[src/rtl/sfx_tone_engine.sv]
// sfx_tone_engine: background tone plus N_CH prioritised sound-effect channels.
// A small FSM picks the tone source (background, effect channel or silence).
// A square-wave generator toggles at the selected half-period. The square is
// gated by a carrier PWM, which sets the volume, and drives the PMOD audio amp.
module sfx_tone_engine #(
  parameter int N_CH      = 4,
  parameter int HP_W      = 20,
  parameter int LEN_W     = 8,
  parameter int DUTY_W    = 8,
  parameter int GAP_TICKS = 2,
  localparam int CH_W     = $clog2(N_CH)
) (
  input  logic                   clk,
  input  logic                   rst,
  input  logic                   tick,
  input  logic [HP_W-1:0]        bg_hp,
  input  logic [N_CH-1:0]        sfx_req,
  input  logic [N_CH*HP_W-1:0]   sfx_hp,
  input  logic [N_CH*LEN_W-1:0]  sfx_len,
  input  logic [DUTY_W-1:0]      volume,
  input  logic                   mute,
  output logic                   busy,
  output logic [CH_W-1:0]        active_ch,
  output logic [N_CH-1:0]        done,
  output logic                   pmod_1,
  output logic                   pmod_2,
  output logic                   pmod_4
);

  localparam logic [1:0] ST_IDLE = 2'd0;
  localparam logic [1:0] ST_SFX  = 2'd1;
  localparam logic [1:0] ST_GAP  = 2'd2;

  localparam int GW = (GAP_TICKS > 0) ? $clog2(GAP_TICKS + 1) : 1;

  logic [1:0]       state, state_n;
  logic [N_CH-1:0]  pending, pending_n;
  logic [CH_W-1:0]  ch_n;
  logic [LEN_W-1:0] rem, rem_n;
  logic [GW-1:0]    gcnt, gcnt_n;
  logic [HP_W-1:0]  act_hp, act_hp_n;
  logic [N_CH-1:0]  done_n;

  logic             low_any;
  logic [CH_W-1:0]  low_idx;
  logic [HP_W-1:0]  hp_sel;
  logic [LEN_W-1:0] len_sel;
  logic             grant;
  logic [N_CH-1:0]  grant_mask;

  logic [HP_W-1:0]   tone_hp;
  logic [HP_W-1:0]   cnt;
  logic              square;
  logic [CH_W+1:0]   src, src_q;
  logic [DUTY_W-1:0] c;
  logic              carrier;

  // Lowest-index pending channel, plus the parameters it would be granted with.
  always_comb begin
    low_any = 1'b0;
    low_idx = '0;
    for (int i = N_CH - 1; i >= 0; i--) begin
      if (pending[i]) begin
        low_any = 1'b1;
        low_idx = CH_W'(i);
      end
    end
    hp_sel  = sfx_hp[low_idx*HP_W +: HP_W];
    len_sel = sfx_len[low_idx*LEN_W +: LEN_W];
  end

  // Sequencing: grants, effect duration, preemption and post-effect gap.
  // A tick with rem==1 completes the current effect even if a higher-priority
  // request is also waiting; that request is served after the gap.
  always_comb begin
    // NOTE: every signal gets a default value first, so no path through the case leaves it unassigned and no latch is inferred.
    state_n    = state;
    ch_n       = active_ch;
    rem_n      = rem;
    gcnt_n     = gcnt;
    act_hp_n   = act_hp;
    done_n     = '0;
    grant      = 1'b0;
    grant_mask = '0;
    case (state)
      ST_IDLE: begin
        if (low_any) grant = 1'b1;
      end
      ST_SFX: begin
        if (tick && rem == LEN_W'(1)) begin
          done_n[active_ch] = 1'b1;
          if (GAP_TICKS > 0) begin
            state_n = ST_GAP;
            gcnt_n  = GW'(GAP_TICKS);
          end else begin
            state_n = ST_IDLE;
          end
        end else if (low_any && low_idx < active_ch) begin
          grant = 1'b1;
        end else if (tick) begin
          rem_n = rem - LEN_W'(1);
        end
      end
      ST_GAP: begin
        if (tick) begin
          if (gcnt <= GW'(1)) begin
            if (low_any) grant = 1'b1;
            else         state_n = ST_IDLE;
          end else begin
            gcnt_n = gcnt - GW'(1);
          end
        end
      end
      default: state_n = ST_IDLE;
    endcase
    if (grant) begin
      state_n             = ST_SFX;
      ch_n                = low_idx;
      rem_n               = (len_sel == '0) ? LEN_W'(1) : len_sel;
      act_hp_n            = hp_sel;
      grant_mask[low_idx] = 1'b1;
    end
    // A request in the grant cycle re-queues the channel: set wins over clear.
    pending_n = (pending & ~grant_mask) | sfx_req;
  end

  // Control state registers.
  always_ff @(posedge clk or negedge rst) begin
    if (!rst) begin
      state     <= ST_IDLE;
      pending   <= '0;
      active_ch <= '0;
      rem       <= '0;
      gcnt      <= '0;
      act_hp    <= '0;
      done      <= '0;
    end else begin
      // NOTE: non-blocking assignments let every register sample the pre-edge values, so the order of these lines does not matter.
      state     <= state_n;
      pending   <= pending_n;
      active_ch <= ch_n;
      rem       <= rem_n;
      gcnt      <= gcnt_n;
      act_hp    <= act_hp_n;
      done      <= done_n;
    end
  end

  // Tone source select: background, the latched effect half-period, or silence.
  always_comb begin
    tone_hp = '0;
    case (state)
      ST_IDLE: tone_hp = bg_hp;
      ST_SFX:  tone_hp = act_hp;
      default: tone_hp = '0;
    endcase
  end

  assign src = {state, active_ch};

  // Square-wave generator; restarts high whenever the tone source changes.
  always_ff @(posedge clk or negedge rst) begin
    if (!rst) begin
      cnt    <= '0;
      square <= 1'b0;
      src_q  <= {ST_IDLE, {CH_W{1'b0}}};
    end else begin
      src_q <= src;
      if (tone_hp == '0) begin
        cnt    <= '0;
        square <= 1'b0;
      end else if (src != src_q) begin
        cnt    <= '0;
        square <= 1'b1;
      end else if (cnt >= tone_hp - HP_W'(1)) begin
        cnt    <= '0;
        square <= ~square;
      end else begin
        cnt <= cnt + HP_W'(1);
      end
    end
  end

  assign carrier = (c < volume);

  // Free-running carrier counter and registered amp outputs.
  always_ff @(posedge clk or negedge rst) begin
    if (!rst) begin
      c      <= '0;
      pmod_1 <= 1'b0;
      pmod_4 <= 1'b0;
    end else begin
      c      <= c + DUTY_W'(1);
      pmod_1 <= square & carrier & ~mute;
      pmod_4 <= ~mute;
    end
  end

  assign pmod_2 = 1'b1;
  assign busy   = (state != ST_IDLE);

endmodule

[config.mk]
export PLATFORM = sky130hd
export DESIGN_NAME = sfx_tone_engine
export DESIGN_NICKNAME = d
export VERILOG_FILES = /design/src/rtl/sfx_tone_engine.sv
export SDC_FILE = /design/constraint.sdc
export NUM_CORES = 1
export LEC_CHECK = 0
export BUFFER_PORTS_ARGS = -buffer_cell sky130_fd_sc_hd__buf_2
export CORE_UTILIZATION = 50
export CTS_CLUSTER_DIAMETER = 60
export DETAILED_ROUTE_END_ITERATION = 10
export PLACE_DENSITY_LB_ADDON = 0.12
export SYNTH_ARGS = -nofsm -noshare
export SYNTH_HDL_FRONTEND = slang
export SYNTH_SLANG_ARGS = --single-unit
export TNS_END_PERCENT = 1
[constraint.sdc]
create_clock -name clk -period 5 [get_ports clk]
set_clock_uncertainty 0.15 [all_clocks]
set_input_delay 0.5 -clock clk [delete_from_list [all_inputs] [get_ports clk]]
set_output_delay 0.5 -clock clk [all_outputs]
set_load 0.03 [all_outputs]
After elaboration in Yosys (flattened, before gate mapping)
Index checks and enable logic that the tools add are counted.
- register bits after elaboration: 77
- latch bits: 0
- RAM bits: 0
- ROM bits: 0
- input bits: 148
- output and inout port bits: 10
- memories kept: 0
- add/sub/neg operators: 5
- multiply operators: 1
- divide/modulo/power cells: 0
- order comparisons: 8
- equal/unequal tests: 14
- shifts and indexed selects: 2
- muxes and demuxes: 43
- bitwise operators: 7
- reductions and logical operators: 15
- operator list (cell ; count):
    80-bit by 8-bit variable part select with 20-bit output ; 1
    20-bit 2-to-1 mux ; 3
    8-bit 2-to-1 mux ; 6
    20-bit one-hot mux with 2 select lines ; 1
    32-bit by 6-bit variable part select with 8-bit output ; 1
    2-bit 2-to-1 mux ; 11
    20-bit by 1-bit adder with 20-bit output, second input constant ; 1
    20-bit greater-or-equal comparator ; 1
    20-bit zero test ; 1
    20-bit by 1-bit subtractor with 20-bit output, second input constant ; 1
    1-bit 2-to-1 mux ; 14
    4-bit 2-to-1 mux ; 3
    2-bit != test, second input constant ; 6
    3-bit != test, second input constant ; 4
    8-bit by 1-bit adder with 8-bit output, second input constant ; 1
    8-bit by 1-bit equality test with 1-bit output, second input constant ; 1
    8-bit zero test ; 1
    8-bit < comparator ; 1
    4-bit AND reduction ; 2
    2-bit nonzero test ; 4
    8-bit by 1-bit subtractor with 8-bit output, second input constant ; 1
    2-bit by 3-bit < comparator with 1-bit output, second input constant ; 2
    2-bit one-hot mux with 3 select lines ; 1
    2-bit by 3-bit multiplier with 5-bit output, second input constant ; 1
    19 further kinds ; 26

Logic depth before layout (Yosys ltp)
Gate-level depths: netlist of the first run.
- depth in word-level cells: 13
- gate-level depth with buffers: 18
- gate-level depth less buffers: 14

Worst setup path before layout of the first run
Ideal clock, no wire load.
- path type: register to register
- from: register state[1]
- to: register cnt[15]
- library setup time: 0.119 ns
- arrival: 4.062 ns
- data required time: 4.731 ns
- path slack: 0.670 ns
- stages on the path, launching flop included: 19
- buffers on the path: 5
- cell sequence: dfrtp_1 > buf_2 > buf_1 > clkbuf_1 > clkbuf_1 > or2_2 > ha_1 > nor3b_2 > o21ai_2 > nor3_2 > xnor2_1 > ha_1 > nand4_1 > nor4_1 > or4b_1 > o211ai_1 > nand2b_2 > buf_6 > nor2_1
- longest elaborated chain between the ends: 7
- RTL lines (item ; line ; source):
    start, declared ; 36 ; logic [1:0] state, state_n;
    start signal, assigned ; 139 ; state <= state_n;
    2-bit by 1-bit equality test with 1-bit output / 2-bit zero test (equally long branches) ; 152 ; case (state)
    20-bit one-hot mux with 2 select lines ; 152 ;
    20-bit by 1-bit subtractor with 20-bit output ; 175 ; end else if (cnt >= tone_hp - HP_W'(1)) begin
    20-bit greater-or-equal comparator ; 175 ;
    20-bit 2-to-1 mux ; 175 ;
    20-bit 2-to-1 mux ; 172 ; end else if (src != src_q) begin
    20-bit 2-to-1 mux (*) ; 169 ; if (tone_hp == '0) begin
    end signal, assigned ; 179 ; cnt <= cnt + HP_W'(1);
    end, declared ; 52 ; logic [HP_W-1:0] cnt;
Mark *: on every way between the ends. The rest lies on a longest branch, timed or not.
A chain may end at the register's enable or synchronous reset.

Final worst setup path of the first run
- from: register state[0]
- to: register cnt[15]
The elaborated chain is that of the path after synthesis.

==> impl_metrics.py, run 1 <==
metrics = {
    "clocking": {
        "clock_latency_ns": 0.34,
        "clk_pin_slew_ns": 0.06,
        "post_cts_buffers": 0,
        "cts_tree": "yes",
        "cts_resized": 0,
        "clk_path_buf_depth": 2,
        "cts.sinks": 77,
        "cts-hold-fix-buffers": 0,
        "cts_buffers": 9,
        "cts_max_level": 3,
        "clock-root-buffer": "clkbuf_16",
    },
    "layout": {
        "nNetsFinal": 968,
        "drive_gt1_share_pct": 25.7,
        "layout_common_cells": "155 x buf_2, 82 x nand2_1, 77 x dfrtp_1",
        "postLayoutCoreUtil_pct": 62.4,
        "num_antenna_cells": 0,
        "fin_cells": 930,
        "regArea_um2": 1930,
        "finalInstanceArea_um2": 6860,
        "fillers": 958,
        "final_common_cell": "buf_2",
        "areaGrowthSynthToFinish_pct": 19.9,
        "multi_input_area_um2": 3530,
    },
    "synth": {
        "synth_nets": 828,
        "netlist-cell-type-count": 61,
        "avgSynthCellArea_um2": 8.87,
        "yosysSeqAreaShare_pct": 33.7,
        "synth_seq_cells": 77,
        "synthFlopType": "dfrtp_1",
        "synth-edff-count": 0,
        "syn_inst": 645,
        "yosys.area.top_type": "dfrtp_1",
        "synthArstFlopShare_pct": 100,
        "yosysTopAreaCellShare_pct": 33.7,
        "synthTopCellsByArea": "dfrtp_1 34%, ha_1 7.7%, nand2_1 5.4%, mux2i_1 4.4%, a211oi_1 4.1%",
        "synth_warnings": 0,
        "netlist_area_um2": 5720,
    },
    "critical_path": {
        "path_class": "reg -> reg",
        "worstPathCellList": "buf_4 -> mux2i_1 -> or2_2 -> ha_1 -> nor3b_2 -> o21ai_2 -> nor3b_2 -> o32a_1 -> ha_1 -> nand4_1 -> nor4_1 -> or4b_1 -> o211ai_1 -> nand2b_2 -> nor2_1",
        "slowest_delay_ns": 0.59,
        "end_kind": "register",
        "critPathSlowestCell": "dfrtp_1",
        "path_depth": 15,
        "path_delay_family": "simple AND/OR/NAND/NOR gates",
        "worstRegToRegCells": 15,
        "crit_arrival_ns": 4.58,
        "worstSetupStartpointType": "register",
        "cp_data_required_time_ns": 5.05,
        "cp_max_fo": 20,
        "path_buf_inv": 1,
    },
    "sta": {
        "report.final.slew_viol_count": 0,
        "fin_ws_ns": 0.476,
        "setup_violations": 0,
        "fin_setup_tns_ns": 0,
        "rsz0062_at_grt": "false",
        "tightest_slew_ns": 1.05,
        "fmax_mhz": 221,
        "slew_headroom_pct": 29.8,
        "timing.final.crit_share_pct": 90.5,
        "fin_crit_ns": 4.52,
        "holdWs_ns": 0.160,
        "final-hold-violation-count": 0,
    },
    "place": {
        "numPortBuffers": 156,
        "place_inst": 914,
        "dp_hpwl_um": 11700,
        "dp_slack_ns": 0.487,
        "place_area_um2": 6560,
        "gp_congestion": 0.883,
    },
    "run": {
        "drv_cap": 0,
    },
    "detailed_routing": {
        "vias": 5181,
        "wl_per_cell_um": 15.7,
        "avgViaCountPerCell": 5.57,
        "drt_iter0_drc": 310,
        "ant_nets": 0,
        "drc": 0,
        "wirelength_um": 14600,
        "first_pass_iters": 4,
    },
    "pwr": {
        "p_int_mw": 1.90,
        "leakage_nw": 3.34,
        "pwr-share-seq_pct": 28.5,
        "power_mw": 3.31,
        "swShare_pct": 42.5,
        "p_comb_share_pct": 51.9,
        "power.density_nw_per_um2": 483,
        "p_sw_mw": 1.41,
        "power.share.clock_pct": 19.6,
        "ir_drop_mv": 0.327,
    },
    "grt": {
        "antenna_found_initial": 0,
        "grt_pass1_wl_um": 23700,
        "track_usage_pct": 26.0,
        "grt_pass1_vias": 5097,
        "grt_max_degree": 78,
        "grt.overflow.total": 0,
    },
    "floorplanning": {
        "die_x_um": 109,
        "die_area_um2": 11900,
        "die_h_um": 109,
        "fp.coreArea_um2": 11000,
        "row_count": 38,
        "start_util_pct": 52.1,
        "io_pins": 158,
    },
    "min_path": {
        "min_path_type": "in -> async",
    },
    "run_status": {
        "status": "finished clean",
    },
}
==> power by group through the flow <==
stage | Sequential, mW | Clock [mW] | Combinational [mW]
after floorplan | 0.900 | 0 | 1.41
after global placement | 0.946 | 0 | 1.67
after detailed placement | 0.956 | 0 | 1.71
after CTS | 0.944 | 0.663 | 1.73
after global routing | 0.966 | 0.686 | 1.94
final | 0.945 | 0.649 | 1.72
==> worst register-to-register path, delay by kind of cell, from the launching register on <==
kind / cells / cell delay [ns]
mux: 1 / 0.10
flops: 1 / 0.59
fa+ha+maj: 2 / 0.53
buf+inv: 1 / 0.31
simple gates: 8 / 2.04
compound gates: 3 / 0.68
==> cell usage after synthesis (6+ instances only) <==
library cell	n
a311o_1	6
nand2_1	82
xnor2_1	22
mux2i_1	25
a21o_1	25
nor4_1	6
a21oi_1	16
dfrtp_1	77
and2_1	27
buf_2	10
nor3_1	19
a311oi_1	23
o21ai_0	16
a211oi_1	31
nand3_1	17
buf_6	6
nand4_1	8
xor2_1	23
clkbuf_1	14
inv_1	21
nor2_1	61
ha_1	35
==> sequential cells by signal, indices dropped and copies added, names as in the netlist, 2 cells and up <==
name,cells
act_hp,20
state,2
c,8
src_q,4
done,4
cnt,20
rem,8
pending,4
active_ch,2
gcnt,2
==> worst paths after layout <==
check                              start         end  slack (ns)
max in group asynchronous            rst  act_hp[11]        3.92
min in group clk                    mute      pmod_4        0.17
worst max register to register  state[0]     cnt[15]        0.48
worst max-delay path            state[0]     cnt[15]        0.48
worst min register to register      c[0]        c[0]        0.33
worst min-delay path                 rst      pmod_1        0.16
==> layout make-up <==
type | count | share of cell area, %
flip-flops and latches | 77 | 28.1
repair buffers | 163 | 12.2
well taps | 140 | 2.55
clock buffers | 11 | 3.54
multi-input cells | 512 | 51.5
inverters | 22 | 1.20
clock inverters | 5 | 0.876
==> cell families after synthesis <==
group | Yosys count | synth area share, %
simple gates | 262 | 22.8
flops | 77 | 33.7
buf+inv | 56 | 4.88
xor+xnor | 45 | 6.89
fa+ha+maj | 35 | 7.65
mux | 28 | 5.16
compound gates | 141 | 18.9
other cells | 1 | 0.0655
==> per-layer routing <==
metal	up-vias	part of all wire, %	GRT usage, %
li1	2602	-	-
met1	2404	44	32.4
met2	147	50	44.3
met3	28	3.1	2.87
met4	0	3.1	13.1
met5	-	0	0
(Power assumes the default switching activity.)
==> run 2, diff against run 1 <==
Settings changed: CORE_ASPECT_RATIO from default to 1.5.
==> run 2 against run 1 <==
Compared with the run above:
- utilization shrank 0.90 points
- critical path type unchanged
- maximum frequency grew 0.12%
- routed wire length shrank 0.28%
- largest power group unchanged
- combinational power is essentially flat
- power shrank 1.2%
- critical path depth shrank 2
==> impl_metrics.py, run 2 (synthesis results as in run 1) <==
metrics = {
    "layout": {
        "areaGrowthSynthToFinish_pct": 19.5,
        "finalInstanceArea_um2": 6840,
        "nNetsFinal": 967,
        "fin_cells": 936,
        "reg_top3": "act_hp (20), cnt (20)",
        "layout_common_cells": "155 x buf_2, 82 x nand2_1, 76 x dfrtp_1",
        "drive_gt1_share_pct": 25.7,
        "postLayoutCoreUtil_pct": 61.5,
        "final_common_cell": "buf_2",
        "num_antenna_cells": 0,
    },
    "grt": {
        "grt.overflow.total": 0,
        "grt_max_degree": 78,
        "track_usage_pct": 26.1,
        "antenna_found_initial": 0,
        "grt_pass1_wl_um": 24300,
        "grt_pass1_vias": 5355,
    },
    "clocking": {
        "cts.sinks": 77,
        "clk_path_buf_depth": 2,
        "clock_latency_ns": 0.34,
        "cts_max_level": 3,
        "cts-hold-fix-buffers": 0,
        "post_cts_buffers": 0,
        "clk_pin_slew_ns": 0.06,
        "cts_tree": "yes",
        "cts_buffers": 9,
        "clock-root-buffer": "clkbuf_16",
    },
    "detailed_routing": {
        "first_pass_iters": 4,
        "avgViaCountPerCell": 5.65,
        "wirelength_um": 14600,
        "wl_per_cell_um": 15.6,
        "drt_iter0_drc": 201,
        "ant_nets": 0,
        "drc": 0,
        "vias": 5286,
    },
    "pwr": {
        "ir_drop_mv": 0.270,
        "p_int_mw": 1.85,
        "power.density_nw_per_um2": 478,
        "power.share.clock_pct": 17.9,
        "swShare_pct": 43.5,
        "pwr-share-seq_pct": 29.1,
        "power_mw": 3.27,
        "p_sw_mw": 1.42,
        "p_comb_share_pct": 53.0,
        "leakage_nw": 3.33,
    },
    "run_status": {
        "status": "finished clean",
    },
    "sta": {
        "holdWs_ns": 0.152,
        "timing.final.crit_share_pct": 90.4,
        "final-hold-violation-count": 0,
        "slew_headroom_pct": 26.0,
        "tightest_slew_ns": 1.11,
        "fin_setup_tns_ns": 0,
        "setup_violations": 0,
        "fmax_mhz": 221,
        "report.final.slew_viol_count": 0,
        "fin_crit_ns": 4.52,
        "rsz0062_at_grt": "false",
        "fin_ws_ns": 0.481,
    },
    "critical_path": {
        "worstSetupStartpointType": "register",
        "path_class": "reg -> reg",
        "end_kind": "register",
        "cp_max_fo": 20,
        "crit_arrival_ns": 4.57,
        "cp_data_required_time_ns": 5.05,
    },
    "place": {
        "place_inst": 920,
        "dp_slack_ns": 0.397,
        "dp_hpwl_um": 11500,
        "numPortBuffers": 156,
        "gp_congestion": 0.868,
        "place_area_um2": 6570,
    },
    "floorplanning": {
        "die_h_um": 133,
        "fp.coreArea_um2": 11100,
        "start_util_pct": 51.5,
        "row_count": 47,
        "die_x_um": 89.3,
        "io_pins": 158,
        "die_area_um2": 11900,
    },
    "min_path": {
        "min_path_type": "in -> async",
    },
    "run": {
        "drv_cap": 0,
    },
}
[run 2: layout make-up]
cell class	instances	area [um2]
Fill cell	983	4270
Multi-Input combinational cell	512	3540
Sequential cell	77	1930
Timing Repair Buffer	162	841
Clock buffer	11	233
Tap cell	147	184
Inverter	22	82.6
Clock inverter	5	36.3
[run 2: timing repair]
action                     in CTS  in global routing
hold endpoints to repair        0                  0
setup endpoints to repair       0                  2
gates resized for setup         0                  1
[run 2: final timing paths]
kind | start | slack, ns | cells after the start | endpoint
worst max-delay path | state[0] | 0.48 | 13 | cnt[17]
worst min-delay path | rst | 0.15 | 1 | pmod_1
worst max register to register | state[0] | 0.48 | 13 | cnt[17]
worst min register to register | c[0] | 0.32 | 1 | c[0]
max in group asynchronous | rst | 3.86 | 1 | state[0]
min in group clk | mute | 0.17 | 2 | pmod_4
[run 2: power by group through the flow]
| stage | sequential, mW | combinational [mW] | clock [mW] |
|---|---|---|---|
| after floorplan | 0.900 | 1.41 | 0 |
| after detailed placement | 0.960 | 1.72 | 0 |
| after CTS | 0.949 | 1.74 | 0.596 |
| after global routing | 0.972 | 1.95 | 0.631 |
| final | 0.950 | 1.73 | 0.586 |
| after global placement | 0.950 | 1.67 | 0 |
[run 2: layer usage]
metal	track usage [%]	share of wire [%]	up-vias
li1	-	-	2597
met1	29.8	39	2486
met2	47.6	54	166
met3	3.87	4.0	37
met4	9.79	2.9	0
met5	0	0	-
[run 2: worst max-delay path, cell delays in order (launching register included)]
cell      delay, ns
dfrtp_2        0.54
mux2i_1        0.42
a41oi_2        0.29
nor3_2         0.40
nand2_1        0.14
nor2_1         0.16
a221oi_1       0.11
ha_1           0.34
nand4_1        0.15
nor4_1         0.40
or4b_1         0.47
o211ai_1       0.26
nand2b_2       0.43
nor2_1         0.11
==> run 3, diff against run 2 <==
Settings changed: CORE_UTILIZATION 50 to 41.
==> run 3 against run 2 <==
Compared with the run above:
- sequential share of layout area fell by 0.13 points
- largest cell class unchanged
- cell area rose by 0.40%
- combinational power barely moved
==> impl_metrics.py, run 3 (synthesis results as in run 1) <==
metrics = {
    "clocking": {
        "cts_max_level": 3,
        "cts.sinks": 77,
        "cts_tree": "yes",
        "post_cts_buffers": 0,
        "clock-root-buffer": "clkbuf_16",
        "cts_buffers": 9,
        "clock_latency_ns": 0.34,
        "clk_pin_slew_ns": 0.06,
        "clk_path_buf_depth": 2,
    },
    "layout": {
        "num_antenna_cells": 0,
        "drive_gt1_share_pct": 25.8,
        "layout_common_cells": "155 x buf_2, 82 x nand2_1, 77 x dfrtp_1",
        "nNetsFinal": 966,
        "fillers": 1332,
        "final_common_cell": "buf_2",
        "postLayoutCoreUtil_pct": 50.7,
        "fin_cells": 950,
        "reg_top3": "act_hp (20), cnt (20)",
        "areaGrowthSynthToFinish_pct": 20.0,
    },
    "floorplanning": {
        "fp.coreArea_um2": 13500,
        "start_util_pct": 42.3,
        "die_area_um2": 14400,
        "die_h_um": 147,
        "die_x_um": 98.5,
        "io_pins": 158,
        "row_count": 52,
    },
    "detailed_routing": {
        "drc": 0,
        "ant_nets": 0,
        "avgViaCountPerCell": 5.49,
        "drt_iter0_drc": 151,
        "wirelength_um": 14900,
        "first_pass_iters": 6,
        "vias": 5219,
        "wl_per_cell_um": 15.7,
    },
    "pwr": {
        "swShare_pct": 43.6,
        "p_sw_mw": 1.44,
        "power_mw": 3.30,
        "p_int_mw": 1.86,
        "power.share.clock_pct": 18.8,
        "p_comb_share_pct": 52.6,
        "pwr-share-seq_pct": 28.7,
        "power.density_nw_per_um2": 480,
        "leakage_nw": 3.34,
        "ir_drop_mv": 0.216,
    },
    "critical_path": {
        "critPathSlowestCell": "dfrtp_1",
        "cp_data_required_time_ns": 5.06,
        "crit_path_start": "state[0]",
        "crit_arrival_ns": 4.58,
        "ff2ff_setup_slack_ns": 0.49,
        "slowest_delay_ns": 0.50,
        "worstRegToRegCells": 14,
        "end_kind": "register",
        "timing.rr.start": "state[0]",
        "path_class": "reg -> reg",
        "worstSetupStartpointType": "register",
        "cp_max_fo": 33,
        "reg2reg_to": "cnt[14]",
        "cp_common_cell": "nor2_1",
        "crit_end": "cnt[14]",
        "worstPathCellList": "buf_12 -> mux2i_1 -> a41oi_2 -> nor3_2 -> nand2_1 -> nor2_1 -> a221oi_1 -> ha_1 -> nand4_1 -> nor4_1 -> or4b_1 -> o211ai_1 -> nand2b_4 -> nor2_1",
    },
    "sta": {
        "setup_violations": 0,
        "final-hold-violation-count": 0,
        "tightest_slew_ns": 1.07,
        "timing.final.crit_share_pct": 90.3,
        "fin_crit_ns": 4.51,
        "fin_ws_ns": 0.487,
        "report.final.slew_viol_count": 0,
        "fin_setup_tns_ns": 0,
        "rsz0062_at_grt": "false",
        "fmax_mhz": 222,
        "slew_headroom_pct": 28.4,
    },
    "grt": {
        "grt_max_degree": 78,
        "grt_pass1_wl_um": 24400,
        "grt.overflow.total": 0,
        "antenna_found_initial": 1,
        "track_usage_pct": 21.1,
        "grt_pass1_vias": 5181,
    },
    "place": {
        "gp_congestion": 0.901,
        "dp_hpwl_um": 11700,
        "numPortBuffers": 156,
        "place_inst": 934,
        "dp_slack_ns": 0.386,
    },
    "run_status": {
        "status": "finished clean",
    },
    "run": {
        "drv_cap": 0,
    },
    "min_path": {
        "min_path_type": "in -> async",
    },
}
## run 3: power groups by stage
stage                     clock, mW  sequential, mW  combinational (mW)
after CTS                     0.633           0.945                1.75
after floorplan                   0           0.900                1.41
after global placement            0           0.947                1.70
after global routing          0.663           0.970                1.94
final                         0.619           0.944                1.73
after detailed placement          0           0.956                1.74
## run 3: routing by layer
layer	share of wire [%]	track usage (%)	up-vias
li1	-	-	2596
met1	41	24.8	2447
met2	53	38.3	152
met4	1.6	6.79	2
met3	4.3	3.69	22
met5	0.087	0	-
## run 3: what timing repair did
action | 4_1_cts | 5_1_grt
gates resized for setup | 0 | 1
setup endpoints to repair | 0 | 10
hold buffers | 0 | 0
## run 3: worst min path at each step
stage | endpoint | slack [ns] | cells after the start
floorplan | act_hp[0] | 0.05 | 0
global placement | c[0] | 0.30 | 1
detailed placement | c[0] | 0.30 | 1
CTS | pmod_4 | 0.15 | 2
global route | pmod_4 | 0.15 | 2
finish | pmod_4 | 0.16 | 1
## run 3: area by class of cell
| class | instances | area, um2 | share of cell area, % |
|---|---|---|---|
| well taps | 162 | 203 | 2.95 |
| clock inverters | 7 | 56.3 | 0.820 |
| inverters | 22 | 82.6 | 1.20 |
| clock buffers | 9 | 225 | 3.28 |
| repair buffers | 161 | 833 | 12.1 |
| multi-input cells | 512 | 3540 | 51.6 |
| flip-flops and latches | 77 | 1930 | 28.1 |
## run 3: critical path, delay by kind of cell (launching register included)
kind / cells / cell delay, ns
AO/OA/AOI/OAI: 3 / 0.64
flip-flops: 1 / 0.50
buffers and inverters: 1 / 0.25
adder cells (fa/ha/maj): 1 / 0.33
AND/OR/NAND/NOR: 8 / 2.12
multiplexers: 1 / 0.38
## run 3: through the flow
step,area (um2),hold WS [ns]
finish,6870,0.159
global route,6870,0.150
CTS,6860,0.151
detailed placement,6580,0.304
global placement,6580,0.299
floorplan,5720,0.0544
